`src/rtl/mem_map_pkg.sv`:
```
// Shared memory map defaults, router state encoding and window-decode helper
// for mem_req_router.
package mem_map_pkg;

   localparam logic [31:0] RomBaseDef  = 32'h0040_0000;
   localparam logic [31:0] RamBaseDef  = 32'h1001_0000;
   localparam logic [31:0] WinBytesDef = 32'h0000_1000;
   localparam int unsigned WaitCntW    = 4;

   typedef enum logic [1:0] {
      StIdle,
      StRomAcc,
      StRamAcc,
      StResp
   } state_e;

   // Compare before subtracting so an address below base cannot wrap into the window.
   function automatic logic in_window(input logic [31:0] addr,
                                      input logic [31:0] base,
                                      input logic [31:0] size);
      return (addr >= base) && ((addr - base) < size);
   endfunction

endpackage

```
`src/rtl/mem_req_router_if.sv`:
```
// Request/response bus between a requester (master) and mem_req_router (slave).
interface mem_req_router_if #(
   parameter int unsigned DATA_WIDTH = 32
);
   logic                  req_valid;
   logic                  req_ready;
   logic [31:0]           req_addr;
   logic                  req_we;
   logic [DATA_WIDTH-1:0] req_wdata;
   logic                  rsp_valid;
   logic                  rsp_err;
   logic [DATA_WIDTH-1:0] rsp_rdata;

   modport master (
      output req_valid, req_addr, req_we, req_wdata,
      input  req_ready, rsp_valid, rsp_err, rsp_rdata
   );

   modport slave (
      input  req_valid, req_addr, req_we, req_wdata,
      output req_ready, rsp_valid, rsp_err, rsp_rdata
   );
endinterface

```
`src/rtl/mem_wait_counter.sv`:
```
// Down-counter pacing RAM wait states: load, decrement, done when zero.
module mem_wait_counter #(
   parameter int unsigned Width = 4
) (
   input  logic             clk,
   input  logic             reset,
   input  logic             load_i,
   input  logic [Width-1:0] load_val_i,
   input  logic             dec_i,
   output logic             done_o
);

   logic [Width-1:0] cnt_q, cnt_d;

   always_comb begin
      cnt_d = cnt_q;
      if (load_i) begin
         cnt_d = load_val_i;
      end else if (dec_i && (cnt_q != '0)) begin
         cnt_d = cnt_q - 1'b1;
      end
   end

   always_ff @(posedge clk or posedge reset) begin
      if (reset) begin
         cnt_q <= '0;
      end else begin
         cnt_q <= cnt_d;
      end
   end

   assign done_o = (cnt_q == '0);

endmodule

```
`src/rtl/mem_req_router.sv`:
```
// Routes single requests to a ROM or RAM window, or answers with an error.
// Optional MEM_REQ_ERR_CNT_EN adds a saturating error-response counter err_cnt_o.
module mem_req_router
   import mem_map_pkg::*;
#(
   parameter int unsigned DATA_WIDTH = 32,
   parameter logic [31:0] ROM_BASE   = RomBaseDef,
   parameter logic [31:0] RAM_BASE   = RamBaseDef,
   parameter logic [31:0] WIN_BYTES  = WinBytesDef,
   parameter int unsigned RAM_WAIT   = 2
) (
   input  logic                  clk,
   input  logic                  reset,
`ifdef MEM_REQ_ERR_CNT_EN
   output logic [7:0]            err_cnt_o,
`endif
   mem_req_router_if.slave       bus,
   output logic                  rom_en_o,
   output logic [31:0]           rom_addr_o,
   input  logic [DATA_WIDTH-1:0] rom_rdata_i,
   output logic                  ram_en_o,
   output logic                  ram_we_o,
   output logic [31:0]           ram_addr_o,
   output logic [DATA_WIDTH-1:0] ram_wdata_o,
   input  logic [DATA_WIDTH-1:0] ram_rdata_i
);

   state_e                state_q, state_d;
   logic [31:0]           addr_q, addr_d;
   logic                  we_q, we_d;
   logic [DATA_WIDTH-1:0] wdata_q, wdata_d;
   logic [DATA_WIDTH-1:0] rdata_q, rdata_d;
   logic                  err_q, err_d;

   logic rom_hit, ram_hit, aligned, req_err, rom_sel;
   logic cnt_load, cnt_dec, cnt_done;
   logic rsp_valid;

   assign rom_hit = in_window(bus.req_addr, ROM_BASE, WIN_BYTES);
   assign ram_hit = in_window(bus.req_addr, RAM_BASE, WIN_BYTES);
   assign aligned = (bus.req_addr[1:0] == 2'b00);
   assign req_err = !aligned || !(rom_hit || ram_hit) || (rom_hit && bus.req_we);

   always_comb begin
      state_d  = state_q;
      addr_d   = addr_q;
      we_d     = we_q;
      wdata_d  = wdata_q;
      rdata_d  = rdata_q;
      err_d    = err_q;
      rom_sel  = 1'b0;
      cnt_load = 1'b0;
      cnt_dec  = 1'b0;
      unique case (state_q)
         StIdle: begin
            if (bus.req_valid) begin
               if (req_err) begin
                  err_d   = 1'b1;
                  rdata_d = '0;
                  state_d = StResp;
               end else if (rom_hit) begin
                  rom_sel = 1'b1;
                  err_d   = 1'b0;
                  state_d = StRomAcc;
               end else begin
                  addr_d   = bus.req_addr - RAM_BASE;
                  we_d     = bus.req_we;
                  wdata_d  = bus.req_wdata;
                  cnt_load = 1'b1;
                  err_d    = 1'b0;
                  state_d  = StRamAcc;
               end
            end
         end
         StRomAcc: begin
            // Synchronous ROM: data for the strobe issued in IDLE is present now.
            rdata_d = rom_rdata_i;
            state_d = StResp;
         end
         StRamAcc: begin
            cnt_dec = 1'b1;
            if (cnt_done) begin
               rdata_d = we_q ? '0 : ram_rdata_i;
               state_d = StResp;
            end
         end
         StResp: begin
            state_d = StIdle;
         end
         default: begin
            state_d = StIdle;
         end
      endcase
   end

   always_ff @(posedge clk or posedge reset) begin
      if (reset) begin
         state_q <= StIdle;
         addr_q  <= '0;
         we_q    <= 1'b0;
         wdata_q <= '0;
         rdata_q <= '0;
         err_q   <= 1'b0;
      end else begin
         state_q <= state_d;
         addr_q  <= addr_d;
         we_q    <= we_d;
         wdata_q <= wdata_d;
         rdata_q <= rdata_d;
         err_q   <= err_d;
      end
   end

   mem_wait_counter #(
      .Width(WaitCntW)
   ) u_wait (
      .clk       (clk),
      .reset     (reset),
      .load_i    (cnt_load),
      .load_val_i(WaitCntW'(RAM_WAIT - 1)),
      .dec_i     (cnt_dec),
      .done_o    (cnt_done)
   );

   // The ROM strobe is decoded from the live request, so mask it while reset is held.
   assign rom_en_o   = rom_sel && !reset;
   assign rom_addr_o = rom_en_o ? (bus.req_addr - ROM_BASE) : '0;

   assign ram_en_o    = (state_q == StRamAcc);
   assign ram_we_o    = ram_en_o && we_q;
   assign ram_addr_o  = ram_en_o ? addr_q : '0;
   assign ram_wdata_o = ram_en_o ? wdata_q : '0;

   assign rsp_valid     = (state_q == StResp);
   assign bus.req_ready = (state_q == StIdle);
   assign bus.rsp_valid = rsp_valid;
   assign bus.rsp_err   = rsp_valid && err_q;
   assign bus.rsp_rdata = rdata_q;

`ifdef MEM_REQ_ERR_CNT_EN
   logic [7:0] err_cnt_q, err_cnt_d;

   always_comb begin
      err_cnt_d = err_cnt_q;
      if (rsp_valid && err_q && (err_cnt_q != 8'hFF)) begin
         err_cnt_d = err_cnt_q + 8'd1;
      end
   end

   always_ff @(posedge clk or posedge reset) begin
      if (reset) begin
         err_cnt_q <= 8'd0;
      end else begin
         err_cnt_q <= err_cnt_d;
      end
   end

   assign err_cnt_o = err_cnt_q;
`endif

endmodule

```
`src/flat_wrapper.sv`:
```
// flat-port wrapper written by rule: the top's interface ports become plain ports
module mem_req_router_flat import mem_map_pkg::*;
#(
   parameter int unsigned DATA_WIDTH = 32,
   parameter logic [31:0] ROM_BASE   = RomBaseDef,
   parameter logic [31:0] RAM_BASE   = RamBaseDef,
   parameter logic [31:0] WIN_BYTES  = WinBytesDef,
   parameter int unsigned RAM_WAIT   = 2
)
  (clk, reset, rom_en_o, rom_addr_o, rom_rdata_i, ram_en_o, ram_we_o, ram_addr_o, ram_wdata_o, ram_rdata_i, bus_req_valid, bus_req_addr, bus_req_we, bus_req_wdata, bus_req_ready, bus_rsp_valid, bus_rsp_err, bus_rsp_rdata);
  mem_req_router_if #(.DATA_WIDTH(DATA_WIDTH)) bus_i ();
  input  logic clk;
  input  logic reset;
  output logic rom_en_o;
  output logic [31:0] rom_addr_o;
  input  logic [DATA_WIDTH-1:0] rom_rdata_i;
  output logic ram_en_o;
  output logic ram_we_o;
  output logic [31:0] ram_addr_o;
  output logic [DATA_WIDTH-1:0] ram_wdata_o;
  input  logic [DATA_WIDTH-1:0] ram_rdata_i;
  input wire logic [$bits(bus_i.req_valid)-1:0] bus_req_valid;
  input wire logic [$bits(bus_i.req_addr)-1:0] bus_req_addr;
  input wire logic [$bits(bus_i.req_we)-1:0] bus_req_we;
  input wire logic [$bits(bus_i.req_wdata)-1:0] bus_req_wdata;
  output wire logic [$bits(bus_i.req_ready)-1:0] bus_req_ready;
  output wire logic [$bits(bus_i.rsp_valid)-1:0] bus_rsp_valid;
  output wire logic [$bits(bus_i.rsp_err)-1:0] bus_rsp_err;
  output wire logic [$bits(bus_i.rsp_rdata)-1:0] bus_rsp_rdata;
  assign bus_i.req_valid = bus_req_valid;
  assign bus_i.req_addr = bus_req_addr;
  assign bus_i.req_we = bus_req_we;
  assign bus_i.req_wdata = bus_req_wdata;
  assign bus_req_ready = bus_i.req_ready;
  assign bus_rsp_valid = bus_i.rsp_valid;
  assign bus_rsp_err = bus_i.rsp_err;
  assign bus_rsp_rdata = bus_i.rsp_rdata;
  mem_req_router #(.DATA_WIDTH(DATA_WIDTH), .ROM_BASE(ROM_BASE), .RAM_BASE(RAM_BASE), .WIN_BYTES(WIN_BYTES), .RAM_WAIT(RAM_WAIT)) u_core (.clk(clk), .reset(reset), .bus(bus_i), .rom_en_o(rom_en_o), .rom_addr_o(rom_addr_o), .rom_rdata_i(rom_rdata_i), .ram_en_o(ram_en_o), .ram_we_o(ram_we_o), .ram_addr_o(ram_addr_o), .ram_wdata_o(ram_wdata_o), .ram_rdata_i(ram_rdata_i));
endmodule
```
`config.mk`:
```
export PLATFORM = sky130hd
export DESIGN_NAME = mem_req_router_flat
export DESIGN_NICKNAME = d
export VERILOG_FILES = /design/src/rtl/mem_map_pkg.sv /design/src/rtl/mem_req_router_if.sv /design/src/rtl/mem_wait_counter.sv /design/src/rtl/mem_req_router.sv /design/src/flat_wrapper.sv
export SDC_FILE = /design/constraint.sdc
export NUM_CORES = 1
export LEC_CHECK = 0
export ABC_AREA = 1
export CAP_MARGIN = 30
export CORE_ASPECT_RATIO = 0.5
export CORE_MARGIN = 4
export CORE_UTILIZATION = 48
export DETAILED_ROUTE_END_ITERATION = 6
export PLACE_DENSITY = 0.94
export SLEW_MARGIN = 5
export SYNTH_ARGS = -nofsm -noshare
export SYNTH_HDL_FRONTEND = slang
export SYNTH_SLANG_ARGS = --single-unit
```
`constraint.sdc`:
```
create_clock -name clk -period 10.95 [get_ports clk]
set_clock_uncertainty 0.1 [all_clocks]
set_input_delay 1.095 -clock clk [delete_from_list [all_inputs] [get_ports clk]]
set_output_delay 1.095 -clock clk [all_outputs]
set_load 0.02 [all_outputs]
```
# [Yosys cells after proc, flatten, opt, wreduce, memory -nomap -nowiden]
# Cells that the tools add are included.
[classes] add_sub_neg=3 magnitude_cmp=4 eq_ne=6 muxes=25 n_bitwise=2 reduce_logical=23
[op_table] operator="$mux W32" n=7
[op_table] operator="$pmux W32 S3" n=1
[op_table] operator="$lt A32 B13 Y1 const B" n=2
[op_table] operator="$ge A32 B23 Y1 const B" n=1
[op_table] operator="$ge A32 B29 Y1 const B" n=1
[op_table] operator="$sub A32 B23 Y32 const B" n=1
[op_table] operator="$sub A32 B29 Y32 const B" n=1
[op_table] operator="$mux W1" n=10
[op_table] operator="$mux W2" n=4
[op_table] operator="$mux W4" n=2
[op_table] operator="$pmux W2 S4" n=1
[op_table] operator="$reduce_and A4 Y1" n=2
[op_table] operator="$logic_and A1 B1 Y1" n=7
[op_table] operator="$eq A2 B2 Y1 const B" n=2
[op_table] operator="$logic_not A2 Y1" n=2
[op_table] operator="$logic_not A4 Y1" n=1
[op_table] operator="$ne A2 B2 Y1 const B" n=2
[op_table] operator="$reduce_and A2 Y1" n=2
[op_table] operator="$reduce_bool A4 Y1" n=1
[op_table] operator="$sub A4 B1 Y4 const B" n=1
[op_table] operator="$logic_not A1 Y1" n=3
[op_table] operator="$logic_or A1 B1 Y1" n=3
[op_table] operator="$reduce_bool A3 Y1" n=1
[op_table] operator="$eq A2 B1 Y1 const B" n=1
[op_table] operator="other kinds (3)" n=4
[totals] regBits=104 in_bits=132 output_inout_bits=134 word_cells=70

# [Longest topological paths before layout]
# Gate-level depths: netlist of run 1.
[depth] word_depth=12 mapped_depth=18 ltp_nobuf=17

# [Modules after synthesis]
# Synthesis of run 1 repeated with hierarchy kept, for this count alone.
[hier_totals] cells_unflattened=953 area_unflattened_um2=6261.0
[by_module_without_submodules] mod="mem_req_router" n_inst=1 cells_per_inst=906 area_per_inst_um2=5962.0 seq_area_each_um2=2502.4
[by_module_without_submodules] mod="mem_wait_counter" n_inst=1 cells_per_inst=47 area_per_inst_um2=299.0 seq_area_each_um2=100.1

# [Least setup slack after synthesis of run 1]
# Ideal clock, no wire load.
[synth_timing] path_kind="input to output" start="in reset" end="out rom_addr_o[15]" arrival_time_ns=4.373 required_time_ns=9.755 slack_ns=5.382 path_stages=4 n_path_buf=1 path_cell_list="inv_1 nand4_1 buf_2 nor2_1"
[synth_between] elab_chain_len=3
[synth_lines] item="start, declared" line="flat_wrapper.sv:13" source="input logic reset;"
[synth_lines] item="$logic_not A1 Y1 (no line)"
[synth_lines] item="$logic_and A1 B1 Y1" line="mem_req_router.sv:126" source="assign rom_en_o = rom_sel && !reset;"
[synth_lines] item="$mux W32" line="mem_req_router.sv:127" source="assign rom_addr_o = rom_en_o ? (bus.req_addr - ROM_BASE) : '0;"
[synth_lines] item="end, declared" line="flat_wrapper.sv:15" source="output logic [31:0] rom_addr_o;"
# Every way passes these cells.

# [Final worst setup path of run 1]
[layout_timing] start="in bus_req_addr[22]" end="out rom_addr_o[7]"
[layout_between] elab_chain_len=12 elab_cells_between_ends=19 cone_classes="add/sub: 2; order compare: 4; mux: 5; reduce/logical: 8"
[layout_lines] item="start, declared" line="flat_wrapper.sv:23" source="input wire logic [$bits(bus_i.req_addr)-1:0] bus_req_addr;"
[layout_lines] item="$sub A32 B23 Y32 or $sub A32 B29 Y32 (tied branches)" line="mem_map_pkg.sv:21" source="return (addr >= base) && ((addr - base) < size);"
[layout_lines] item="$lt A32 B13 Y1" line="mem_map_pkg.sv:21"
[layout_lines] item="$logic_and A1 B1 Y1" line="mem_map_pkg.sv:21"
[layout_lines] item="$logic_or A1 B1 Y1" line="mem_req_router.sv:42" source="assign req_err = !aligned || !(rom_hit || ram_hit) || (rom_hit && bus.req_we);"
[layout_lines] item="$logic_not A1 Y1" line="mem_req_router.sv:42"
[layout_lines] item="$logic_or A1 B1 Y1 (2 in series)" line="mem_req_router.sv:42"
[layout_lines] item="$mux W1 (*)" line="mem_req_router.sv:57" source="if (req_err) begin"
[layout_lines] item="$mux W1 (*)" line="mem_req_router.sv:56" source="if (bus.req_valid) begin"
[layout_lines] item="$mux W1 (*)" line="mem_req_router.sv:54" source="unique case (state_q)"
[layout_lines] item="$logic_and A1 B1 Y1 (*)" line="mem_req_router.sv:126"
[layout_lines] item="$mux W32 (*)" line="mem_req_router.sv:127"
# Mark *: on every way between the ends. The rest lies on a longest branch, timed or not.

==> summary.md, run 1 <==
| Metric | Value |
|---|---|
| Status | finished, final reports clean |
| Worst Path Arrival | 4.06 ns |
| Routed vias | 6,549 |
| WL/cell | 15.8 microns |
| Rel. slew slack | 36.3% |
| TNS Setup | 0 ns |
| Num Clock Sinks | 104 |
| Die area | 15,700 sq um |
| Final instance area | 9490 sq um |
| Die Wd | 173 microns |
| Min Tclk post-route | 5.25 ns |
| Num ports | 266 |
| Dpl hpwl | 14,600 microns |
| Crit share post-route | 48.0% |
| Placed cell area | 9070 sq um |
| DRC | 0 |
| CTS HTree Levels | 3 |
| Nets | 1,249 |
| Share of cells above drive strength 1 | 12.4% |
| Yosys top cell area share | 39.7% |
| Max Cap Viol | 0 |
| Synthesis Warnings | 0 |
| Hold_buf cts | 0 |
| Core Box Area | 13,000 sq um |
| FILL cells | 934 |
| Buffers plus inverters on the worst setup path | 6 |
| Grt total ovfl | 0 |
| Post-route total power | 1.70 mW |
| First-pass GRT wire length | 31,800 microns |
| Slew Viols, Final | 0 |
| Maximum VDD drop | 0.133 mV |
| Pwr per Cell Area | 179 nW/um^2 |
| Number of global-route vias before repair | 6,418 |
| Routability cong. | 0.882 |
| Cells after DPL | 1,259 |
| Antenna Violating Nets Remaining | 0 |
| Sequential area share after synthesis | 39.7% |
| 1st-pass router iterations | 5 |
| Crit path kind | in -> out |
| Worst Path Required | 9.76 ns |
| Initial DRC count | 528 |
| Leading area contributor after synthesis | dfrtp_1 |
| Area Growth Syn to Fin | 44.8% |
| Routed WL | 20,200 microns |
| RSZ-0062 raised after global routing | no |
| Cell variety after synth | 34 |
| Cell Rows | 29 |
| Worst Max-Slew Pin Slew | 0.954 ns |
| GRT Total Usage | 24.4% |
| Cells after Synth | 874 |
| Post-Syn Area | 6560 sq um |
| Largest net degree at the start of global routing | 100 |
| Non-Filler Instances | 1,280 |
| CTS tree | yes |
| Startpoint Class | input port |
| Area of the multi-input gates | 2990 sq um |
| Hold crit path type | reg -> reg |
| Most common cell after layout, fill and taps aside | clkdlybuf4s50_1 |
| # diodes | 0 |
| CTS max path bufs | 2 |
| # port buffers | 255 |
| Worst setup EP type | primary output |
| Via density | 5.12 |
| Num CTS Buffers | 9 |
| Die Y | 90.6 microns |
| Initial antenna violation count | 0 |
| Setup violators final | 0 |
| FF+latch area | 2600 sq um |
| Commonest non-fill, non-tap cells in the layout | clkdlybuf4s50_1, nand2_1, inv_1, dfrtp_1, nor2_1 |
| Slowest cell on crit path | clkdlybuf4s50_1 |
| Cts repair resizes | 0 |
| Fmax | 0.190 GHz |
| CTS Root Cell | clkbuf_16 |
| Top delay family on crit path | buffers and inverters |
| CP peak stage delay | 0.64 ns |
| Critical Path Fanout Max | 23 |
| Synth top area cells | dfrtp_1, nand2_1, inv_1 |
| Static Leak | 4.97 nW |
| Avg Inst Size Synth | 7.50 sq um |
| Initial Utilization | 50.3% |
| Postcts setup bufs | 0 |
| Final hold violation count | 0 |
| Yosys reg bits | 104 |
| Final Core Density | 72.9% |
| Later-pin clock latency in the skew report | 0.34 ns |
| CP Cell Sequence | clkdlybuf4s50_1 -> inv_1 -> ha_1 -> inv_1 -> nand2_1 -> nand2_1 -> nor2_1 -> nand3_1 -> nor2_1 -> nand2_1 -> nor2_2 -> nand2_2 -> inv_1 -> nand4_1 -> buf_6 -> nor2_1 -> clkdlybuf4s50_1 |
| Clock transition at path regs | 0.08 ns |
## worst paths after layout
kind | start | endpoint | slack, ns | depth (start not counted)
setup / recovery | bus_req_addr[22] | rom_addr_o[7] | 5.70 | 17
hold / removal | u_core.bus.rsp_rdata[7] | u_core.bus.rsp_rdata[7] | 0.37 | 2
setup reg to reg | u_core.u_wait.cnt_q[0] | u_core.bus.rsp_rdata[27] | 8.13 | 10
hold reg to reg | u_core.bus.rsp_rdata[7] | u_core.bus.rsp_rdata[7] | 0.37 | 2
max in group asynchronous | reset | u_core.wdata_q[8] | 8.47 | 3
min in group asynchronous | reset | u_core.addr_q[28] | 1.03 | 2
## Yosys cell counts, drive strengths merged
| master | count |
|---|---|
| dfrtp | 104 |
| nor2 | 98 |
| nor3b | 1 |
| nand3b | 1 |
| inv | 176 |
| a32o | 32 |
| xor2 | 4 |
| nand3 | 30 |
| clkbuf | 19 |
| nand4 | 38 |
| o21ai | 55 |
| conb | 1 |
| a22oi | 1 |
| a21oi | 4 |
| nor3 | 2 |
| nand2 | 256 |
| and2 | 3 |
| clkinv | 1 |
| ha | 12 |
| xnor2 | 1 |
| o31ai | 1 |
| buf | 34 |
## logic make-up after synthesis
family,count (synthesis),share of synthesized area (%)
and+or+nand+nor,429,29.8
DFF,104,39.7
AOI/OAI and AO/OA,93,12.3
other,1,0.0572
xor gates and xnor gates,5,0.668
buffers and inverters,230,15.2
adders and majority gates,12,2.29
## worst min-delay path, cell delays in order, from the launching register on
cell	delay, ns
dfrtp_1	0.34
nand2_1	0.05
nand2_1	0.05
## state kept, by name, summed over array words and instances, names as in the netlist
name                  flops
u_core.u_wait.cnt_q       4
u_core.addr_q            32
u_core.we_q               1
u_core.bus.rsp_rdata     32
u_core.state_q            2
u_core.wdata_q           32
u_core.err_q              1
## metal layers
layer / global-route usage, % / wire length (microns) / vias up
met5: 0 / 0 / -
met4: 7.30 / 646 / 0
met3: 2.93 / 923 / 58
met2: 46.2 / 10800 / 249
met1: 29.0 / 7830 / 3092
li1: - / - / 3150
## final cells by class
type                       count  share of cell area [%]
multi-input combinational    549                    31.5
clock buffer                   9                    2.37
inverter                     177                    7.02
sequential                   104                    27.4
timing repair buffer         264                    28.6
tap                          170                    2.24
clock inverter                 7                   0.896
## where the power goes
group	switching, mW	internal (mW)	total [mW]
logic	0.529	0.364	0.893
registers	0.0337	0.438	0.472
clock network	0.156	0.182	0.338
## stage by stage
step | hold slack, ns | worst slack, ns
after global placement | 0.353 | 5.33
final | 0.374 | 5.70
after detailed placement | 0.357 | 5.08
after global routing | 0.400 | 5.48
after floorplan | 0.353 | 5.38
after CTS | 0.375 | 5.06
No activity file was read; power rests on OpenSTA's default activity.
==> inputs of run 2 (changes only) <==
--- a/config.mk
+++ b/config.mk
@@ -9,9 +9,9 @@
 export CAP_MARGIN = 30
 export CORE_ASPECT_RATIO = 0.5
 export CORE_MARGIN = 4
-export CORE_UTILIZATION = 48
+export CORE_UTILIZATION = 44
 export DETAILED_ROUTE_END_ITERATION = 6
-export PLACE_DENSITY = 0.94
+export PLACE_DENSITY = 0.88
 export SLEW_MARGIN = 5
 export SYNTH_ARGS = -nofsm -noshare
 export SYNTH_HDL_FRONTEND = slang
==> constraint.sdc (replaced) <==
create_clock -name clk -period 5.2 [get_ports clk]
set_clock_uncertainty 0.1 [all_clocks]
set_input_delay 0.52 -clock clk [delete_from_list [all_inputs] [get_ports clk]]
set_output_delay 0.52 -clock clk [all_outputs]
set_load 0.02 [all_outputs]
==> summary.md, run 2 (synthesis results as in run 1) <==
| Metric | Value |
|---|---|
| Status | finished, final reports clean (unchanged) |
| Worst setup EP type | primary output (unchanged) |
| GRT Total Usage | 21.7% (was 24.4%) |
| Post-route total power | 3.59 mW (was 1.70 mW) |
| CTS Root Cell | clkbuf_16 (unchanged) |
| Die Y | 94.3 microns (was 90.6 microns) |
| Routability cong. | 0.851 (was 0.882) |
| Rel. slew slack | 31.5% (was 36.3%) |
| # port buffers | 255 (unchanged) |
| CTS tree | yes (unchanged) |
| Clock transition at path regs | 0.07 ns (was 0.08 ns) |
| GRT met3 Usage | 2.94% (was 2.93%) |
| Later-pin clock latency in the skew report | 0.34 ns (about the same) |
| Max Cap Viol | 0 (unchanged) |
| Share of cells above drive strength 1 | 12.4% (about the same) |
| Worst Path Required | 4.58 ns (was 9.76 ns) |
| Depth of the most critical reg-to-reg path | 8 (was 10) |
| First-pass GRT wire length | 30,700 microns (was 31,800 microns) |
| Worst Max-Slew Pin Slew | 1.03 ns (was 0.954 ns) |
| Setup crit end | rom_addr_o[15] (was rom_addr_o[7]) |
| Nets | 1,248 (was 1,249) |
| Antenna Violating Nets Remaining | 0 (unchanged) |
| Startpoint Class | input port (unchanged) |
| Maximum VDD drop | 0.264 mV (was 0.133 mV) |
| R2r startpoint | u_core.state_q[0] (was u_core.u_wait.cnt_q[0]) |
| Area Growth Syn to Fin | 45.7% (was 44.8%) |
| Initial DRC count | 409 (was 528) |
| Final hold violation count | 0 (unchanged) |
| CTS max path bufs | 2 (unchanged) |
| Die Wd | 181 microns (was 173 microns) |
| Cts repair resizes | 0 (unchanged) |
| Core Box Area | 14,500 sq um (was 13,000 sq um) |
| Grt total ovfl | 0 (unchanged) |
| Worst Path Arrival | 3.48 ns (was 4.06 ns) |
| Fmax | 0.244 GHz |
| Grt peak-use layer | met2 (unchanged) |
| Crit path kind | in -> out (unchanged) |
| Crit share post-route | 78.8% |
| Cell Rows | 31 (was 29) |
| M1 GR Usage | 25.7% (was 29.0%) |
| Initial Utilization | 45.2% (was 50.3%) |
| TNS Setup | 0 ns (unchanged) |
| Pwr per Cell Area | 376 nW/um^2 (was 179 nW/um^2) |
| Worst Setup SP | bus_req_addr[16] (was bus_req_addr[22]) |
| Critical Path Fanout Max | 23 (unchanged) |
| Setup violators final | 0 (unchanged) |
| Routed vias | 6,425 (was 6,549) |
| Postcts setup bufs | 0 (unchanged) |
| GR met2 Demand/Resource | 41.0% (was 46.2%) |
| Initial antenna violation count | 0 (unchanged) |
| Via density | 4.92 (was 5.12) |
| Hold_buf cts | 0 (unchanged) |
| Most common cell after layout, fill and taps aside | clkdlybuf4s50_1 (unchanged) |
| 1st-pass router iterations | 4 (was 5) |
| Num CTS Buffers | 9 (unchanged) |
| R2r endpoint | u_core.wdata_q[11] (was u_core.bus.rsp_rdata[27]) |
| Num Clock Sinks | 104 (unchanged) |
| # diodes | 0 (unchanged) |
| CTS HTree Levels | 3 (unchanged) |
| Largest net degree at the start of global routing | 99 (was 100) |
| Number of global-route vias before repair | 6,378 (was 6,418) |
| WL/cell | 14.8 microns (was 15.8 microns) |
| FF-to-FF setup slack | 2.74 ns (was 8.13 ns) |
| Num ports | 266 (unchanged) |
| Commonest non-fill, non-tap cells in the layout | clkdlybuf4s50_1, nand2_1, inv_1, dfrtp_1, nor2_1 (unchanged) |
| Routed WL | 19,300 microns (was 20,200 microns) |
| Hold crit path type | reg -> reg (unchanged) |
| Dpl hpwl | 14,400 microns (was 14,600 microns) |
| Min Tclk post-route | 4.10 ns |
| DRC | 0 (unchanged) |
| RSZ-0062 raised after global routing | no (unchanged) |
| Static Leak | 4.97 nW (about the same) |
| Final Core Density | 65.8% (was 72.9%) |
| Slew Viols, Final | 0 (unchanged) |
| Die area | 17,000 sq um (was 15,700 sq um) |
[run 2: changes by cell type in the layout (fill, tap and decap cells not counted)]
cell | before | now
ha_4 | 0 | 1
clkinv_4 | 2 | 1
ha_2 | 1 | 0
buf_12 | 0 | 1
clkinvlp_4 | 0 | 1
clkbuf_8 | 0 | 2
buf_16 | 4 | 3
buf_6 | 1 | 0
inv_6 | 3 | 0
bufinv_16 | 1 | 2
[run 2: worst min path at each step]
stage / startpoint / to / slack [ns] / depth (start not counted)
floorplan: u_core.err_q / u_core.err_q / 0.35 / 2
global placement: u_core.bus.rsp_rdata[8] / u_core.bus.rsp_rdata[8] / 0.35 / 2
detailed placement: u_core.bus.rsp_rdata[1] / u_core.bus.rsp_rdata[1] / 0.36 / 2
CTS: u_core.bus.rsp_rdata[1] / u_core.bus.rsp_rdata[1] / 0.37 / 2
global route: u_core.bus.rsp_rdata[1] / u_core.bus.rsp_rdata[1] / 0.40 / 2
finish: u_core.bus.rsp_rdata[28] / u_core.bus.rsp_rdata[28] / 0.37 / 2
[run 2: cell type report]
cell class              instances  area (sq um)
fillers                      1204          4960
multi-input cells             549          3000
repair buffers                263          2690
flip-flops and latches        104          2600
inverters                     177           667
clock buffers                  11           253
well taps                     198           248
clock inverters                 5          87.6
[run 2: layer usage]
metal	vias up	part of all wire, %
met5	-	0
met3	44	3.7
li1	3129	-
met4	0	3.2
met1	3061	40
met2	191	53
[run 2: metrics by stage]
step           setup WS, ns  cells  hold slack, ns  cell area (sq um)
5_1_grt               0.888   1307           0.397               9550
2_1_floorplan         0.782    883           0.353               6590
3_5_place_dp           1.15   1288           0.358               9130
3_3_place_gp           1.24   1287           0.355               9110
4_1_cts                1.15   1304           0.375               9470
6_report               1.10   1307           0.369               9550
[run 2: where the power goes]
group	switching, mW	internal [mW]	leakage [nW]	total [mW]
registers	0.0685	0.923	1.31	0.991
clock network	0.301	0.453	0.164	0.754
logic	1.08	0.768	3.49	1.84
total	1.45	2.14	4.97	3.59
[run 2: critical path, cell delays in order]
cell and delay (ns):
clkdlybuf4s50_1 0.53, inv_1 0.24, ha_1 0.32, nand3_2 0.14, o21ai_1 0.21, nand2_1 0.09, nor2_2 0.11, nand2_2 0.11
inv_1 0.07, nand4_1 0.10, buf_4 0.25, nor2_1 0.14, clkdlybuf4s50_1 0.62
==> inputs of run 3 (changes only) <==
--- a/config.mk
+++ b/config.mk
@@ -9,9 +9,9 @@
 export CAP_MARGIN = 30
 export CORE_ASPECT_RATIO = 0.5
 export CORE_MARGIN = 4
-export CORE_UTILIZATION = 44
+export CORE_UTILIZATION = 40
 export DETAILED_ROUTE_END_ITERATION = 6
-export PLACE_DENSITY = 0.88
+export PLACE_DENSITY = 0.84
 export SLEW_MARGIN = 5
 export SYNTH_ARGS = -nofsm -noshare
 export SYNTH_HDL_FRONTEND = slang
==> constraint.sdc (replaced) <==
create_clock -name clk -period 3.6 [get_ports clk]
set_clock_uncertainty 0.1 [all_clocks]
set_input_delay 0.36 -clock clk [delete_from_list [all_inputs] [get_ports clk]]
set_output_delay 0.36 -clock clk [all_outputs]
set_load 0.02 [all_outputs]
==> summary.md, run 3 (synthesis results as in run 1) <==
| Metric | Value |
|---|---|
| Maximum VDD drop | 0.324 mV (was 0.264 mV) |
| Slowest cell on crit path | clkdlybuf4s50_1 (unchanged) |
| Slew Viols, Final | 0 (unchanged) |
| GRT Total Usage | 19.9% (was 21.7%) |
| Routability cong. | 0.921 (was 0.851) |
| CTS tree | yes (unchanged) |
| Share of cells above drive strength 1 | 12.9% (was 12.4%) |
| Initial antenna violation count | 0 (unchanged) |
| Startpoint Class | input port (unchanged) |
| Crit path kind | in -> out (unchanged) |
| WL/cell | 14.6 microns (was 14.8 microns) |
| Later-pin clock latency in the skew report | 0.34 ns (about the same) |
| Setup crit end | rom_addr_o[12] (was rom_addr_o[15]) |
| Rel. slew slack | 33.1% (was 31.5%) |
| # diodes | 0 (unchanged) |
| FILL cells | 1,377 (was 1,204) |
| Commonest non-fill, non-tap cells in the layout | clkdlybuf4s50_1, nand2_1, inv_1, dfrtp_1, nor2_1 (unchanged) |
| Worst Path Arrival | 2.77 ns (was 3.48 ns) |
| Min Tclk post-route | 3.23 ns |
| Register share of total power | 28.8% (was 27.6%) |
| Pwr per Cell Area | 514 nW/um^2 (was 376 nW/um^2) |
| Cell Rows | 32 (was 31) |
| Worst setup EP type | primary output (unchanged) |
| Num Clock Sinks | 104 (unchanged) |
| Nets | 1,259 (was 1,248) |
| Status | finished, final reports clean (unchanged) |
| Die Wd | 189 microns (was 181 microns) |
| Top delay family on crit path | buffers and inverters (unchanged) |
| CP Cell Sequence | clkdlybuf4s50_1 -> inv_1 -> ha_1 -> inv_1 -> nand2_1 -> nand2_1 -> nor2_1 -> nand3_1 -> nor2_1 -> nand2_1 -> nor2_2 -> nand3_1 -> nand2_2 -> inv_2 -> nand4_1 -> buf_12 -> nor2_1 -> dlymetal6s2s_1 (was clkdlybuf4s50_1 -> inv_1 -> ha_1 -> nand3_2 -> o21ai_1 -> nand2_1 -> nor2_2 -> nand2_2 -> inv_1 -> nand4_1 -> buf_4 -> nor2_1 -> clkdlybuf4s50_1) |
| Crit share post-route | 89.8% |
| Initial DRC count | 395 (was 409) |
| Worst Max-Slew Pin Slew | 1.00 ns (was 1.03 ns) |
| Largest net degree at the start of global routing | 65 (was 99) |
| Switching Share | 41.4% (was 40.3%) |
| FF-to-FF setup slack | 0.93 ns (was 2.74 ns) |
| Dpl hpwl | 15,000 microns (was 14,400 microns) |
| CTS HTree Levels | 3 (unchanged) |
| TNS Setup | 0 ns (unchanged) |
| Area Growth Syn to Fin | 47.0% (was 45.7%) |
| Initial Utilization | 41.7% (was 45.2%) |
| R2r startpoint | u_core.u_wait.cnt_q[0] (was u_core.state_q[0]) |
| Hold Slack | 0.372 ns (was 0.369 ns) |
| Grt total ovfl | 0 (unchanged) |
| Max Cap Viol | 0 (unchanged) |
| Buffers plus inverters on the worst setup path | 6 (was 5) |
| DRC | 0 (unchanged) |
| Die area | 18,600 sq um (was 17,000 sq um) |
| First-pass GRT wire length | 31,100 microns (was 30,700 microns) |
| Via density | 4.79 (was 4.92) |
| Critical Path Fanout Max | 23 (unchanged) |
| Depth of the most critical reg-to-reg path | 10 (was 8) |
| Core Box Area | 15,700 sq um (was 14,500 sq um) |
| CTS max path bufs | 2 (unchanged) |
| R2r endpoint | u_core.bus.rsp_rdata[24] (was u_core.wdata_q[11]) |
| Clock transition at path regs | 0.07 ns (about the same) |
| RSZ-0062 raised after global routing | no (unchanged) |
| Setup violators final | 0 (unchanged) |
| Gate power share | 51.6% (was 51.4%) |
| Postcts setup bufs | 0 (unchanged) |
| Num CTS Buffers | 9 (unchanged) |
| Internal Pwr Total | 2.90 mW (was 2.14 mW) |
| # port buffers | 255 (unchanged) |
| 1st-pass router iterations | 5 (was 4) |
| Final Core Density | 61.2% (was 65.8%) |
| Die Y | 98.5 microns (was 94.3 microns) |
| Post-route total power | 4.95 mW (was 3.59 mW) |
| Hold crit path type | reg -> reg (unchanged) |
| Most common cell after layout, fill and taps aside | clkdlybuf4s50_1 (unchanged) |
| Levels on crit path | 18 (was 13) |
| Clock power share | 19.6% (was 21.0%) |
| Worst Setup SP | bus_req_addr[22] (was bus_req_addr[16]) |
| CTS Root Cell | clkbuf_16 (unchanged) |
| Psw | 2.05 mW (was 1.45 mW) |
| Routed vias | 6,422 (was 6,425) |
| Final hold violation count | 0 (unchanged) |
| Routed WL | 19,500 microns (was 19,300 microns) |
| Worst setup margin | 0.367 ns (was 1.10 ns) |
| Worst Path Required | 3.14 ns (was 4.58 ns) |
| Fmax | 0.309 GHz |
| Pre-CTS setup slack | 0.0198 ns (was 1.15 ns) |
| Number of global-route vias before repair | 6,338 (was 6,378) |
| Static Leak | 5.40 nW (was 4.97 nW) |
| Antenna Violating Nets Remaining | 0 (unchanged) |
| Num ports | 266 (unchanged) |
| Hold_buf cts | 0 (unchanged) |
| CP peak stage delay | 0.48 ns (was 0.62 ns) |
-- run 3: cell count changes in the layout (fill, tap and decap cells not counted), moves of 2 or more --
cell,previous run,this run
buf_4,3,15
buf_12,1,3
clkbuf_1,0,3
clkinvlp_4,1,3
clkdlybuf4s50_1,255,232
clkbuf_8,2,0
buf_16,3,0
dlymetal6s2s_1,0,23
-- run 3: how the worst min path moves through the flow --
stage                        startpoint                        to  cells past startpoint
5_1_grt        u_core.bus.rsp_rdata[22]  u_core.bus.rsp_rdata[22]                      2
4_1_cts        u_core.bus.rsp_rdata[14]  u_core.bus.rsp_rdata[14]                      2
3_3_place_gp    u_core.bus.rsp_rdata[8]   u_core.bus.rsp_rdata[8]                      2
2_1_floorplan          bus_req_addr[16]         u_core.addr_q[16]                      1
3_5_place_dp   u_core.bus.rsp_rdata[14]  u_core.bus.rsp_rdata[14]                      2
6_report       u_core.bus.rsp_rdata[14]  u_core.bus.rsp_rdata[14]                      2
-- run 3: layout make-up --
| class | instances | area [sq um] | share of cell area [%] |
|---|---|---|---|
| Multi-Input combinational cell | 549 | 3000 | 31.1 |
| Timing Repair Buffer | 274 | 2800 | 29.0 |
| Sequential cell | 104 | 2600 | 27.0 |
| Inverter | 177 | 668 | 6.93 |
| Tap cell | 221 | 277 | 2.87 |
| Clock buffer | 12 | 236 | 2.45 |
| Clock inverter | 4 | 53.8 | 0.558 |
-- run 3: per-stage QoR --
step	std cells	area, sq um
after floorplan	883	6590
after global placement	1324	9270
after detailed placement	1325	9290
after CTS	1341	9580
after global routing	1341	9640
final	1341	9640
-- run 3: timing repair --
| item | in CTS | in global routing |
|---|---|---|
| endpoints found under the setup margin | 0 | 23 |
| hold endpoints to repair | 0 | 0 |
| gates resized for setup | 0 | 23 |
-- run 3: power groups by stage --
stage | registers (mW) | logic [mW] | clock network (mW)
floorplan | 1.56 | 1.47 | 0
global placement | 1.44 | 2.47 | 0
detailed placement | 1.45 | 2.56 | 0
CTS | 1.43 | 2.57 | 1.00
global route | 1.44 | 2.76 | 1.05
finish | 1.43 | 2.56 | 0.971
-- run 3: layer usage --
metal	global-route usage (%)	up-vias	wire length (microns)
met1	23.2	3047	7600
li1	-	3158	-
met4	6.77	0	568
met2	38.4	175	10500
met5	0	-	0
met3	2.09	42	799
-- run 3: worst reg2reg max path: cells and delay by family, from the launching register on --
kind                       cells  cell delay, ns
AOI/OAI and AO/OA              2            0.73
adders and majority gates      1            0.15
buffers and inverters          4            0.58
DFF                            1            0.38
and+or+nand+nor                3            0.63
